==> config.mk <==
export PLATFORM = sky130hd
export DESIGN_NAME = sig_sync_filter
export DESIGN_NICKNAME = d
export VERILOG_FILES = /design/src/rtl/dpll_pkg.sv /design/src/rtl/sig_filter_chan.sv /design/src/rtl/sig_sync_filter.sv
export SDC_FILE = /design/constraint.sdc
export NUM_CORES = 1
export LEC_CHECK = 0
export ABC_AREA = 1
export CORE_MARGIN = 2
export CORE_UTILIZATION = 30
export CTS_BUF_LIST = sky130_fd_sc_hd__clkbuf_8
export DETAILED_ROUTE_END_ITERATION = 6
export HOLD_SLACK_MARGIN = 0.05
export PLACE_DENSITY = 0.54
export SLEW_MARGIN = 15
export SYNTH_ARGS = -nofsm -noshare
export SYNTH_HDL_FRONTEND = slang
export SYNTH_SLANG_ARGS = --single-unit
==> constraint.sdc <==
create_clock -name clk -period 1.05 [get_ports clk]
set_clock_uncertainty 0.15 [all_clocks]
set_input_delay 0.1575 -clock clk [delete_from_list [all_inputs] [get_ports clk]]
set_output_delay 0.1575 -clock clk [all_outputs]
set_load 0.05 [all_outputs]
==> src/rtl/dpll_pkg.sv <==
// -----------------------------------------------------------------------------
// dpll_pkg
// Shared definitions for the DPLL front end.
//   clog2()          : ceiling log2, usable in constant expressions
//   SYNC_STAGES_DEF  : default synchroniser depth
//   FILT_LEN_DEF     : default glitch-filter length (consecutive samples)
// -----------------------------------------------------------------------------
package dpll_pkg;

    localparam int SYNC_STAGES_DEF = 2;
    localparam int FILT_LEN_DEF    = 4;

    // Ceiling log2; clog2(1) == 0.
    function automatic int clog2(input int value);
        int result;
        result = 0;
        for (int v = value - 1; v > 0; v = v >> 1) begin
            result = result + 1;
        end
        return result;
    endfunction

endpackage

==> src/rtl/sig_filter_chan.sv <==
// -----------------------------------------------------------------------------
// sig_filter_chan
// One input-conditioning channel: multi-stage synchroniser, consecutive-sample
// glitch filter, registered filtered output and single-cycle edge/glitch
// pulses.
//
// Ports:
//   clk     in   system clock
//   reset   in   asynchronous, active-low reset
//   en      in   sample enable; when low all state holds and pulses are 0
//   sig_in  in   asynchronous raw input
//   sig_out out  filtered, registered signal
//   rise    out  1-cycle pulse when sig_out goes 0->1
//   fall    out  1-cycle pulse when sig_out goes 1->0
//   glitch  out  1-cycle pulse when a pending change is abandoned
// -----------------------------------------------------------------------------
module sig_filter_chan
    import dpll_pkg::*;
#(
    parameter int   SYNC_STAGES = SYNC_STAGES_DEF,
    parameter int   FILT_LEN    = FILT_LEN_DEF,
    parameter logic RESET_VAL   = 1'b0
) (
    input  logic clk,
    input  logic reset,
    input  logic en,
    input  logic sig_in,
    output logic sig_out,
    output logic rise,
    output logic fall,
    output logic glitch
);

    localparam int                CNT_W   = clog2(FILT_LEN) + 1;
    localparam logic [CNT_W-1:0]  CNT_MAX = CNT_W'(FILT_LEN - 1);
    localparam logic [CNT_W-1:0]  CNT_ONE = CNT_W'(1);

    logic [SYNC_STAGES-1:0] sync_d,   sync_q;
    logic [CNT_W-1:0]       cnt_d,    cnt_q;
    logic                   out_d,    out_q;
    logic                   rise_d,   rise_q;
    logic                   fall_d,   fall_q;
    logic                   glitch_d, glitch_q;
    logic                   s_sync;

    // Oldest synchroniser stage is the only one the filter may look at.
    assign s_sync = sync_q[SYNC_STAGES-1];

    always_comb begin
        // NOTE: every variable gets a default first so no path leaves one
        // unassigned; that is what keeps this block free of inferred latches.
        sync_d   = sync_q;
        cnt_d    = cnt_q;
        out_d    = out_q;
        rise_d   = 1'b0;
        fall_d   = 1'b0;
        glitch_d = 1'b0;

        if (en) begin
            sync_d = {sync_q[SYNC_STAGES-2:0], sig_in};

            if (s_sync == out_q) begin
                // Input fell back before the change was accepted.
                if (cnt_q != '0) begin
                    cnt_d    = '0;
                    glitch_d = 1'b1;
                end
            end else if (cnt_q == CNT_MAX) begin
                // FILT_LEN-th consecutive differing sample: accept it.
                out_d  = s_sync;
                cnt_d  = '0;
                rise_d = s_sync;
                fall_d = ~s_sync;
            end else begin
                cnt_d = cnt_q + CNT_ONE;
            end
        end
    end

    // NOTE: the synchroniser chain is reset along with everything else so the
    // filter never compares against an unknown sample after reset release.
    always_ff @(posedge clk or negedge reset) begin
        if (!reset) begin
            sync_q   <= {SYNC_STAGES{RESET_VAL}};
            cnt_q    <= '0;
            out_q    <= RESET_VAL;
            rise_q   <= 1'b0;
            fall_q   <= 1'b0;
            glitch_q <= 1'b0;
        end else begin
            // NOTE: non-blocking assignments make every flop load the value
            // computed from the pre-edge state, independent of statement order.
            sync_q   <= sync_d;
            cnt_q    <= cnt_d;
            out_q    <= out_d;
            rise_q   <= rise_d;
            fall_q   <= fall_d;
            glitch_q <= glitch_d;
        end
    end

    assign sig_out = out_q;
    assign rise    = rise_q;
    assign fall    = fall_q;
    assign glitch  = glitch_q;

endmodule

==> src/rtl/sig_sync_filter.sv <==
// -----------------------------------------------------------------------------
// sig_sync_filter
// Input-conditioning register bank for the DPLL front end. Each of WIDTH
// independent channels synchronises, glitch-filters and edge-detects its raw
// input before it reaches the phase detector.
//
// Ports:
//   clk        in   system clock
//   reset      in   asynchronous, active-low reset
//   en         in   sample enable; when low all state holds
//   sig_in     in   [WIDTH] asynchronous raw inputs
//   sig_out    out  [WIDTH] filtered, registered signals
//   sig_out_n  out  [WIDTH] complement of sig_out (from the same register)
//   rise       out  [WIDTH] 1-cycle pulse on sig_out 0->1
//   fall       out  [WIDTH] 1-cycle pulse on sig_out 1->0
//   glitch     out  [WIDTH] 1-cycle pulse when a pending change is abandoned
// -----------------------------------------------------------------------------
module sig_sync_filter
    import dpll_pkg::*;
#(
    parameter int   WIDTH       = 1,
    parameter int   SYNC_STAGES = SYNC_STAGES_DEF,
    parameter int   FILT_LEN    = FILT_LEN_DEF,
    parameter logic RESET_VAL   = 1'b0
) (
    input  logic             clk,
    input  logic             reset,
    input  logic             en,
    input  logic [WIDTH-1:0] sig_in,
    output logic [WIDTH-1:0] sig_out,
    output logic [WIDTH-1:0] sig_out_n,
    output logic [WIDTH-1:0] rise,
    output logic [WIDTH-1:0] fall,
    output logic [WIDTH-1:0] glitch
);

    for (genvar ch = 0; ch < WIDTH; ch++) begin : g_chan
        sig_filter_chan #(
            .SYNC_STAGES (SYNC_STAGES),
            .FILT_LEN    (FILT_LEN),
            .RESET_VAL   (RESET_VAL)
        ) u_chan (
            .clk     (clk),
            .reset   (reset),
            .en      (en),
            .sig_in  (sig_in[ch]),
            .sig_out (sig_out[ch]),
            .rise    (rise[ch]),
            .fall    (fall[ch]),
            .glitch  (glitch[ch])
        );
    end

    // Complement taken from the output register, so both rails are glitch-free.
    assign sig_out_n = ~sig_out;

endmodule

# [Word-level counts from Yosys, hierarchy flattened]
# Index checks and enable logic that the tools add are counted.
[word_totals] reg_bits=9 in_bits=4 out_inout_bits=5 word_cells=28
[op_classes] n_addsub=1 n_eq_ne=3 n_mux=12 bitwise=3 n_reduce_logical=3
[ops] cell="1-bit 2-to-1 mux" count=9
[ops] cell="3-bit 2-to-1 mux" count=3
[ops] cell="3-bit by 1-bit adder with 3-bit output (second input constant)" count=1
[ops] cell="3-bit by 2-bit equality test with 1-bit output (second input constant)" count=1
[ops] cell="1-bit inverter" count=3
[ops] cell="3-bit AND reduction" count=1
[ops] cell="3-bit nonzero test" count=1
[ops] cell="2-bit != test (second input constant)" count=1
[ops] cell="2-bit AND reduction" count=1
[ops] cell="1-bit equality test" count=1

# [Depth between registers and ports, before layout]
# Gate-level depths: netlist of run 1.
[logic_depth] depth_word=4 mapped_depth=7 mapped_depth_nobuf=7

# [Modules after synthesis]
# A second synthesis of run 1 with hierarchy kept.
[unflattened] cells_unflattened=52 area_unflattened_um2=447.9
[modules_own_cells] module="sig_filter_chan" instances=1 cells_per_inst=51 area_per_inst_um2=444.2 seq_area_each_um2=225.2
[modules_own_cells] module="sig_sync_filter" instances=1 cells_per_inst=1 area_per_inst_um2=3.8 seq_area_each_um2=0.0

# [Worst setup path after synthesis of run 1]
# Ideal clock, no wire load.
[synth_path] kind="register -> register" start="reg g_chan[0].u_chan.out_q" end="reg g_chan[0].u_chan.cnt_q[2]" t_arrival_ns=1.278 required_time_ns=0.783 path_slack_ns=-0.495 stages_incl_launch_ff=6 path_buffers=0 synth_period_minus_slack_ns=1.545 cell_sequence="dfrtp_1 inv_2 nand2_1 nand2_2 o21ai_1 inv_1"
[synth_via] elab_chain_cells=3
[synth_rtl] item="start, declared" line="sig_filter_chan.sv:40" text="logic out_d, out_q;"
[synth_rtl] item="start signal, assigned" line="sig_filter_chan.sv:95" text="out_q <= out_d;"
[synth_rtl] item="1-bit equality test *" line="sig_filter_chan.sv:62" text="if (s_sync == out_q) begin"
[synth_rtl] item="2-bit != test (no line)"
[synth_rtl] item="2-bit AND reduction (no line)"
[synth_rtl] item="end signal, assigned" line="sig_filter_chan.sv:94" text="cnt_q <= cnt_d;"
[synth_rtl] item="end, declared" line="sig_filter_chan.sv:39" text="logic [CNT_W-1:0] cnt_d, cnt_q;"
# Mark *: on every way between the ends. The rest lies on a longest branch, timed or not.
# A chain may end at the register's enable or synchronous reset.

# [Worst setup path in the final report of run 1]
[layout_path] start="reg g_chan[0].u_chan.out_q" end="out sig_out_n"
[layout_via] elab_chain_cells=1
[layout_rtl] item="1-bit inverter" line="sig_sync_filter.sv:55" text="assign sig_out_n = ~sig_out;"
[layout_rtl] item="end, declared" line="sig_sync_filter.sv:31" text="output logic [WIDTH-1:0] sig_out_n,"
# No other way between the ends.

==> run_results.csv, run 1 <==
group,metric,value,unit
clock_tree,clock-root-buffer,"clkbuf_8",
pwr,powerDensity,2366,nW/µm²
setup_path,crit_arrival,0.96,ns
timing,holdWs,0.09058,ns
synth,yosysMostFrequentCell,"nand2_1",
die,design.die.area,1786,µm²
timing,min_period,1.264,ns
run,cap_violations,0,
final_layout,antenna_cells,0,
timing,period_share,1.204,
clock_tree,clock-sinks,9,
synth,syn_nets,59,
global_routing,antenna_found_initial,0,
clock_tree,tritoncts,"built",
global_routing,grt_overflow_total,0,
detailed_routing,drt_iter0_markers,7,
die,initial_core_util,0.3293,
clock_tree,clk_pin_slew,0.05,ns
synth,synthDistinctLibCells,14,
timing,final_hold_viol_count,0,
place,place_congestion,0.7851,
setup_path,worstPathRequired,0.74,ns
global_routing,grt_start_max_net_pins,10,
clock_tree,cts_max_level,1,
setup_path,startpoint_type,"flip-flop",
detailed_routing,ant_nets,0,
run_status,violations,"setup timing",
timing,rsz0062_at_grt,"yes",
timing,relSlewSlack,0.8796,
detailed_routing,post_drt_wl_per_cell,12.36,µm
detailed_routing,vias,434,
global_routing,grt_first_pass_wirelength,1.849,mm
place,dpl.cell_count,83,
synth,synth_top_area_frac,0.5128,
setup_path,worstPathCellList,"inv_6 -> buf_6 -> buf_12",
timing,maxSlewViolCount,0,
synth,synth_edf_count,0,
timing,finalSetupViolations,12,
hold_path,worstHoldPathType,"in -> async",
final_layout,fin_nets,83,
timing,worst_pin_slew,0.1804,ns
final_layout,area_growth,86.61,%
setup_path,cp_top_family,"flip-flops",
setup_path,critPathMaxFanout,3,
synth,ys_async_sr_fraction,1.000,
setup_path,cp-end-kind,"primary output",
global_routing,track_usage,0.1505,
pwr,p_leak,0.4336,nW
pwr,irDropWorstVdd,0.001236,V
pwr,power.total,0.001939,W
detailed_routing,drt_first_pass_iters,4,
setup_path,slowest_delay,0.44,ns
synth,yosys-top-cells-area,"dfrtp_1, nand2_1, inv_1",
final_layout,stdcell_count,91,
die,ios,9,
run_status,status,"complete, but fails checks",
synth,synth_ff_type,"dfrtp_1",
global_routing,grt_pass1_vias,434,
timing,fin_ws,-0.2145,ns
die,core_area,1334,µm²
clock_tree,cts_hold_buf,0,
setup_path,critPathKind,"reg -> out",
synth,seq_area_frac_synth,0.5128,
synth,synth_commonest_cells,"nand2_1, dfrtp_1, inv_1",
die,rows,13,
final_layout,drive_gt1_frac,0.5526,
clock_tree,clk_path_buf_depth,2,
place,port_buffers,8,
clock_tree,insertion_delay,0.24,ns
die,fp.dieW,42.26,µm
detailed_routing,drcViolationCount,0,
synth,synth_cells,53,
clock_tree,cts_buffers,3,
synth,netlist.top_cell.by_area,"dfrtp_1",
timing,fmax,790.9,MHz
setup_path,cp.buffers_inverters,3,
synth,yosys_register_bits,9,
detailed_routing,drt-total-wl,1.125,mm
detailed_routing,via_per_inst,4.769,
place,dp_hpwl,629.5,µm
synth,syn_area_per_cell,8.286,µm²
synth,syn_area,439.2,µm²
synth,synth_warnings,0,
die,dieHeight,42.26,µm
place,dp_slack,-0.2458,ns
setup_path,crit_path_top_delay_cell,"dfrtp_2",
[metal layers]
metal  vias to the layer above  track usage  part of all wire
li1                        210            -                 -
met1                       200       0.1436              0.37
met2                        17       0.2308              0.54
met3                         7      0.08190             0.052
met4                         0       0.1313             0.040
met5                         -            0                 0
[cell type report]
cell class / count / area [µm²]
Inverter: 9 / 38.79
Multi-Input combinational cell: 34 / 249.0
Tap cell: 15 / 18.77
Sequential cell: 9 / 227.7
Clock buffer: 3 / 41.29
Timing Repair Buffer: 20 / 240.2
Clock inverter: 1 / 3.754
Fill cell: 114 / 514.2
[cells in the final DEF (no fill, tap or decap), drive strengths merged]
cell           count
nand3              5
ha                 2
clkbuf             3
inv               10
a21oi              1
clkdlybuf4s50      3
nor2               3
dfrtp              9
buf               17
nand2             20
o21ai              2
nand4              1
[where the power goes]
part           switching (W)  internal (W)
clock network       0.000153      0.000256
logic               0.000519      0.000518
registers          0.0000791      0.000414
[logic make-up after synthesis]
group | after synthesis | synth area share
simple gates | 29 | 0.3020
buf+inv | 10 | 0.09404
flops | 9 | 0.5128
compound gates | 3 | 0.03416
fa+ha+maj | 2 | 0.05697
[state kept, by name, indices dropped and copies added, names as in the netlist]
| register | count |
|---|---|
| g_chan.u_chan.cnt_q | 3 |
| g_chan.u_chan.sync_q | 2 |
| g_chan.u_chan.fall | 1 |
| g_chan.u_chan.glitch | 1 |
| g_chan.u_chan.rise | 1 |
| g_chan.u_chan.sig_out | 1 |
[worst reg2reg max path, stage by stage, from the launching register on]
cell and delay [ns]:
dfrtp_2 0.44, inv_6 0.07, buf_4 0.12, nand2_2 0.06, nand2_4 0.09, nand3_2 0.09, nand2_1 0.07, nand2_1 0.04
[path summary, 6_finish.rpt]
| kind | startpoint | endpoint | slack [ns] | cells after the start |
|---|---|---|---|---|
| worst max-delay path | g_chan[0].u_chan.sig_out | sig_out_n | -0.21 | 3 |
| worst min-delay path | reset | g_chan[0].u_chan.cnt_q[1] | 0.09 | 2 |
| worst max register to register | g_chan[0].u_chan.sig_out | g_chan[0].u_chan.sig_out | -0.19 | 7 |
| worst min register to register | g_chan[0].u_chan.sync_q[0] | g_chan[0].u_chan.sync_q[0] | 0.33 | 2 |
| max in group asynchronous | reset | g_chan[0].u_chan.sync_q[1] | 0.55 | 2 |
| min in group clk | sig_in | g_chan[0].u_chan.sync_q[0] | 0.31 | 3 |
[per-stage QoR]
step | utilization | setup TNS (ns) | instance area, µm²
global placement | 0.4981 | -1.458 | 664.4
detailed placement | 0.4981 | -1.606 | 664.4
floorplan | - | -1.072 | 450.4
global route | 0.6144 | -1.992 | 819.5
CTS | 0.5929 | -1.378 | 790.8
finish | 0.6144 | -1.485 | 819.5
[repair_timing]
item                       in CTS  in global routing
pin swaps                       5                  1
resized for setup              18                  4
buffers inserted                2                  2
setup endpoints to repair      12                 13
Power figures use the tool's default switching activity.
==> run 2: changes to the inputs <==
--- a/config.mk
+++ b/config.mk
@@ -11,7 +11,7 @@
 export CTS_BUF_LIST = sky130_fd_sc_hd__clkbuf_8
 export DETAILED_ROUTE_END_ITERATION = 6
 export HOLD_SLACK_MARGIN = 0.05
-export PLACE_DENSITY = 0.54
+export PLACE_DENSITY = 0.52
 export SLEW_MARGIN = 15
 export SYNTH_ARGS = -nofsm -noshare
 export SYNTH_HDL_FRONTEND = slang
==> constraint.sdc (replaced) <==
create_clock -name clk -period 1.3 [get_ports clk]
set_clock_uncertainty 0.15 [all_clocks]
set_input_delay 0.195 -clock clk [delete_from_list [all_inputs] [get_ports clk]]
set_output_delay 0.195 -clock clk [all_outputs]
set_load 0.05 [all_outputs]
==> run_results.csv, run 2 (synthesized netlist as in run 1, its figures left out) <==
group,metric,value,unit
final_layout,final_util,0.4831,
die,design.die.area,1786,µm²
timing,period_share,0.9785,
pwr,p_leak,0.3523,nW
hold_path,worstHoldPathType,"in -> async",
timing,final_hold_viol_count,0,
global_routing,grt_overflow_total,0,
pwr,power.total,0.001218,W
timing,relSlewSlack,0.7387,
final_layout,regArea,226.5,µm²
final_layout,fin_nets,72,
timing,maxSlewViolCount,0,
place,port_buffers,8,
final_layout,area_growth,46.72,%
setup_path,cp-end-kind,"primary output",
final_layout,most-common-layout-cells,"nand2_1, dfrtp_1, inv_1",
pwr,power_frac_comb,0.415,
final_layout,final_area,644.4,µm²
clock_tree,cts_max_level,1,
timing,holdWs,0.1085,ns
clock_tree,clock-root-buffer,"clkbuf_8",
clock_tree,post_cts_buffers,0,
detailed_routing,via_per_inst,4.488,
final_layout,top_register,"g_chan.u_chan.cnt_q",
final_layout,fill_cells,132,
detailed_routing,drt_iter0_markers,4,
final_layout,largest_reg_flops,3,
pwr,powerDensity,1889,nW/µm²
run,cap_violations,0,
setup_path,critPathKind,"reg -> out",
die,ios,9,
die,core_area,1334,µm²
global_routing,grt_pass1_vias,346,
pwr,power_frac_seq,0.332,
run_status,status,"completed",
final_layout,antenna_cells,0,
clock_tree,clock-sinks,9,
place,placed_cell_area,594.3,µm²
clock_tree,insertion_delay,0.23,ns
setup_path,startpoint_type,"flip-flop",
detailed_routing,post_drt_wl_per_cell,9.475,µm
setup_path,critPathMaxFanout,5,
clock_tree,cts_buffers,3,
global_routing,track_usage,0.1045,
pwr,irDropWorstVdd,0.0007543,V
setup_path,worstPathRequired,0.95,ns
pwr,clkPwrFrac,0.253,
clock_tree,clk_pin_slew,0.04,ns
final_layout,drive_gt1_frac,0.2923,
final_layout,multi_input_area,177.7,µm²
detailed_routing,vias,359,
clock_tree,clk_path_buf_depth,2,
pwr,switching_share,0.3755,
detailed_routing,drcViolationCount,0,
place,dp_hpwl,614.1,µm
detailed_routing,ant_nets,0,
final_layout,final_common_cell,"nand2_1",
die,rows,13,
die,fp.dieW,42.26,µm
clock_tree,tritoncts,"built",
pwr,p_switching,0.0004572,W
timing,worst_pin_slew,0.3907,ns
final_layout,reg_top3,"g_chan.u_chan.cnt_q (3), g_chan.u_chan.sync_q (2)",
detailed_routing,drt_first_pass_iters,2,
global_routing,grt_first_pass_wirelength,1.386,mm
die,dieHeight,42.26,µm
detailed_routing,drt-total-wl,758,µm
global_routing,grt_start_max_net_pins,10,
global_routing,antenna_found_initial,0,
pwr,intPower,0.0007603,W
place,place_congestion,0.8527,
die,initial_core_util,0.3293,
timing,finalSetupViolations,0,
timing,min_period,1.272,ns
setup_path,crit_arrival,0.93,ns
timing,fmax,786.1,MHz
## run 2: cell count changes in the layout (fill, tap and decap cells not counted), sizes merged
cell and delta:
buf -11
## run 2: critical path, stage by stage (launching register included)
cell and delay [ns]:
dfrtp_2 0.47, inv_6 0.10, buf_12 0.13
## run 2: layer usage
layer  GRT usage  share of wire
met1      0.1340           0.47
met3     0.01293          0.047
met4     0.07500          0.025
met5           0              0
met2      0.1600           0.46
## run 2: cell type report
type                       count  area share
timing repair buffer           9      0.2136
multi-input combinational     34      0.2757
clock buffer                   3     0.06408
sequential                     9      0.3515
clock inverter                 1    0.005825
tap                           15     0.02913
inverter                       9     0.06019
## run 2: final timing paths
kind,start,endpoint,slack [ns],cells after the start
hold reg to reg,g_chan[0].u_chan.sync_q[0],g_chan[0].u_chan.sync_q[0],0.33,2
hold / removal,reset,g_chan[0].u_chan.rise,0.11,1
setup reg to reg,g_chan[0].u_chan.cnt_q[0],g_chan[0].u_chan.sig_out,0.09,6
min in group clk,g_chan[0].u_chan.sync_q[0],g_chan[0].u_chan.sync_q[0],0.33,2
setup / recovery,g_chan[0].u_chan.sig_out,sig_out_n,0.03,2
max in group asynchronous,reset,g_chan[0].u_chan.sig_out,0.59,1
## run 2: power groups by stage
stage | Clock, W | Combinational [W] | Sequential [W]
floorplan | 0 | 0.000227 | 0.000462
global placement | 0 | 0.000503 | 0.000404
detailed placement | 0 | 0.000502 | 0.000407
CTS | 0.000315 | 0.000505 | 0.000402
global route | 0.000329 | 0.000558 | 0.000412
finish | 0.000308 | 0.000506 | 0.000404
## run 2: through the flow
| stage | TNS, ns | instances | setup slack (ns) |
|---|---|---|---|
| after global placement | -0.4264 | 76 | -0.1007 |
| after global routing | -0.008671 | 80 | -0.008671 |
| after CTS | 0 | 80 | 0.02454 |
| final | 0 | 80 | 0.02790 |
| after floorplan | 0 | 53 | 0.007694 |
| after detailed placement | -0.5132 | 76 | -0.1160 |
## run 2: what timing repair did
item                                    4_1_cts  5_1_grt
hold buffers                                  0        0
endpoints found under the setup margin        0        1
resized for setup                             0        3
==> run 3: changes to the inputs <==
--- a/config.mk
+++ b/config.mk
@@ -6,12 +6,12 @@
 export NUM_CORES = 1
 export LEC_CHECK = 0
 export ABC_AREA = 1
-export CORE_MARGIN = 2
-export CORE_UTILIZATION = 30
+export CORE_AREA = 2 2 39 41
 export CTS_BUF_LIST = sky130_fd_sc_hd__clkbuf_8
 export DETAILED_ROUTE_END_ITERATION = 6
-export HOLD_SLACK_MARGIN = 0.05
-export PLACE_DENSITY = 0.52
+export DIE_AREA = 0 0 41 43
+export HOLD_SLACK_MARGIN = 0.08
+export PLACE_DENSITY = 0.56
 export SLEW_MARGIN = 15
 export SYNTH_ARGS = -nofsm -noshare
 export SYNTH_HDL_FRONTEND = slang
==> run_results.csv, run 3 (synthesized netlist as in run 1, its figures left out) <==
group,metric,value,unit
detailed_routing,drcViolationCount,0,
final_layout,final_common_cell,"nand2_1",
detailed_routing,drt_iter0_markers,6,
detailed_routing,wl_met3,31,µm
detailed_routing,wl_met2,414,µm
global_routing,grt_start_max_net_pins,10,
clock_tree,clock-sinks,9,
timing,finalSetupViolations,0,
final_layout,stdcell_count,82,
detailed_routing,vias,355,
die,core_area,1384,µm²
detailed_routing,dr.max_layer_used,"met4",
clock_tree,cts_max_level,1,
final_layout,antenna_cells,0,
run,cap_violations,0,
final_layout,largest_reg_flops,3,
global_routing,grt_pass1_vias,339,
timing,rsz0062_at_grt,"no",
place,place_congestion,0.7983,
timing,fin_ws,0.03045,ns
final_layout,area_growth,48.15,%
die,ios,9,
final_layout,most-common-layout-cells,"nand2_1, inv_1, dfrtp_1",
pwr,powerDensity,1893,nW/µm²
place,dpl.cell_count,78,
die,rows,14,
final_layout,final_util,0.4702,
timing,fmax,787.7,MHz
die,initial_core_util,0.3174,
clock_tree,clk_pin_slew,0.04,ns
pwr,power.total,0.001232,W
setup_path,worstReg2RegStart,"g_chan[0].u_chan.cnt_q[0]",
global_routing,grt_first_pass_wirelength,1.297,mm
setup_path,cp.buffers_inverters,2,
global_routing,grt_overflow_total,0,
clock_tree,insertion_delay,0.23,ns
setup_path,critPathKind,"reg -> out",
timing,min_period,1.270,ns
timing,final_hold_viol_count,0,
place,dp_hpwl,584.3,µm
run_status,status,"completed",
timing,relSlewSlack,0.7248,
timing,maxSlewViolCount,0,
setup_path,critPathMaxFanout,5,
detailed_routing,post_drt_wl_per_cell,9.817,µm
die,fp.dieW,41,µm
setup_path,worstPathCellList,"inv_6 -> buf_12",
final_layout,drive_gt1_frac,0.2727,
setup_path,worstPathRequired,0.95,ns
setup_path,startpoint_type,"flip-flop",
clock_tree,cts_buffers,3,
detailed_routing,wl_met1,350,µm
final_layout,fin_nets,73,
place,dp_slack,-0.03046,ns
clock_tree,post_cts_buffers,0,
detailed_routing,via_per_inst,4.329,
timing,period_share,0.9766,
die,design.die.area,1763,µm²
detailed_routing,drt-total-wl,805,µm
setup_path,crit_arrival,0.92,ns
timing,worst_pin_slew,0.4115,ns
final_layout,reg_top3,"g_chan.u_chan.cnt_q (3), g_chan.u_chan.sync_q (2)",
setup_path,cp_top_family,"flip-flops",
pwr,irDropWorstVdd,0.0008551,V
hold_path,worstHoldPathType,"in -> async",
timing,fin_setup_tns,0,ns
clock_tree,clk_path_buf_depth,2,
die,dieHeight,43,µm
pwr,p_leak,0.3599,nW
detailed_routing,drt_first_pass_iters,3,
setup_path,slowest_delay,0.47,ns
setup_path,cp-end-kind,"primary output",
final_layout,top_register,"g_chan.u_chan.cnt_q",
final_layout,fill_cells,130,
global_routing,antenna_found_initial,0,
place,port_buffers,8,
global_routing,track_usage,0.1136,
clock_tree,clock-root-buffer,"clkbuf_8",
setup_path,crit_path_top_delay_cell,"dfrtp_2",
clock_tree,tritoncts,"built",
detailed_routing,ant_nets,0,
setup_path,startpoint,"g_chan[0].u_chan.sig_out",
## run 3: final cells by class
cell class | instances | area (µm²) | area share
clock inverter | 1 | 3.754 | 0.005769
tap | 16 | 20.02 | 0.03077
multi-input combinational | 34 | 175.2 | 0.2692
clock buffer | 3 | 41.29 | 0.06346
inverter | 9 | 38.79 | 0.05962
timing repair buffer | 10 | 145.1 | 0.2231
sequential | 9 | 226.5 | 0.3481
## run 3: per-stage QoR
step / hold slack [ns] / cell area, µm²
floorplan: -0.2506 / 445.4
global placement: 0.3221 / 603.1
detailed placement: 0.3200 / 603.1
CTS: 0.1346 / 648.1
global route: 0.1659 / 650.6
finish: 0.1173 / 650.6
## run 3: power by group
| group | internal, W | switching, W | total [W] |
|---|---|---|---|
| Sequential | 0.000334 | 0.0000659 | 0.000400 |
| Clock | 0.000205 | 0.000106 | 0.000311 |
| Combinational | 0.000224 | 0.000296 | 0.000521 |
| Total | 0.000763 | 0.000468 | 0.00123 |
## run 3: worst paths after layout
path / to / slack, ns / cells after the start
setup reg to reg: g_chan[0].u_chan.cnt_q[1] / 0.10 / 6
min in group clk: g_chan[0].u_chan.sync_q[0] / 0.32 / 2
hold / removal: g_chan[0].u_chan.glitch / 0.12 / 1
hold reg to reg: g_chan[0].u_chan.sync_q[0] / 0.32 / 2
setup / recovery: sig_out_n / 0.03 / 2
max in group asynchronous: g_chan[0].u_chan.sig_out / 0.57 / 1
## run 3: layer usage
metal | up-vias | track usage
li1 | 187 | -
met1 | 159 | 0.1329
met2 | 7 | 0.1688
met3 | 2 | 0.01571
met4 | 0 | 0.1000
met5 | - | 0
## run 3: what timing repair did
action | 4_1_cts | 5_1_grt
hold buffers | 0 | 0
endpoints found under the hold margin | 0 | 0
resized for setup | 0 | 1
setup endpoints to repair | 0 | 1
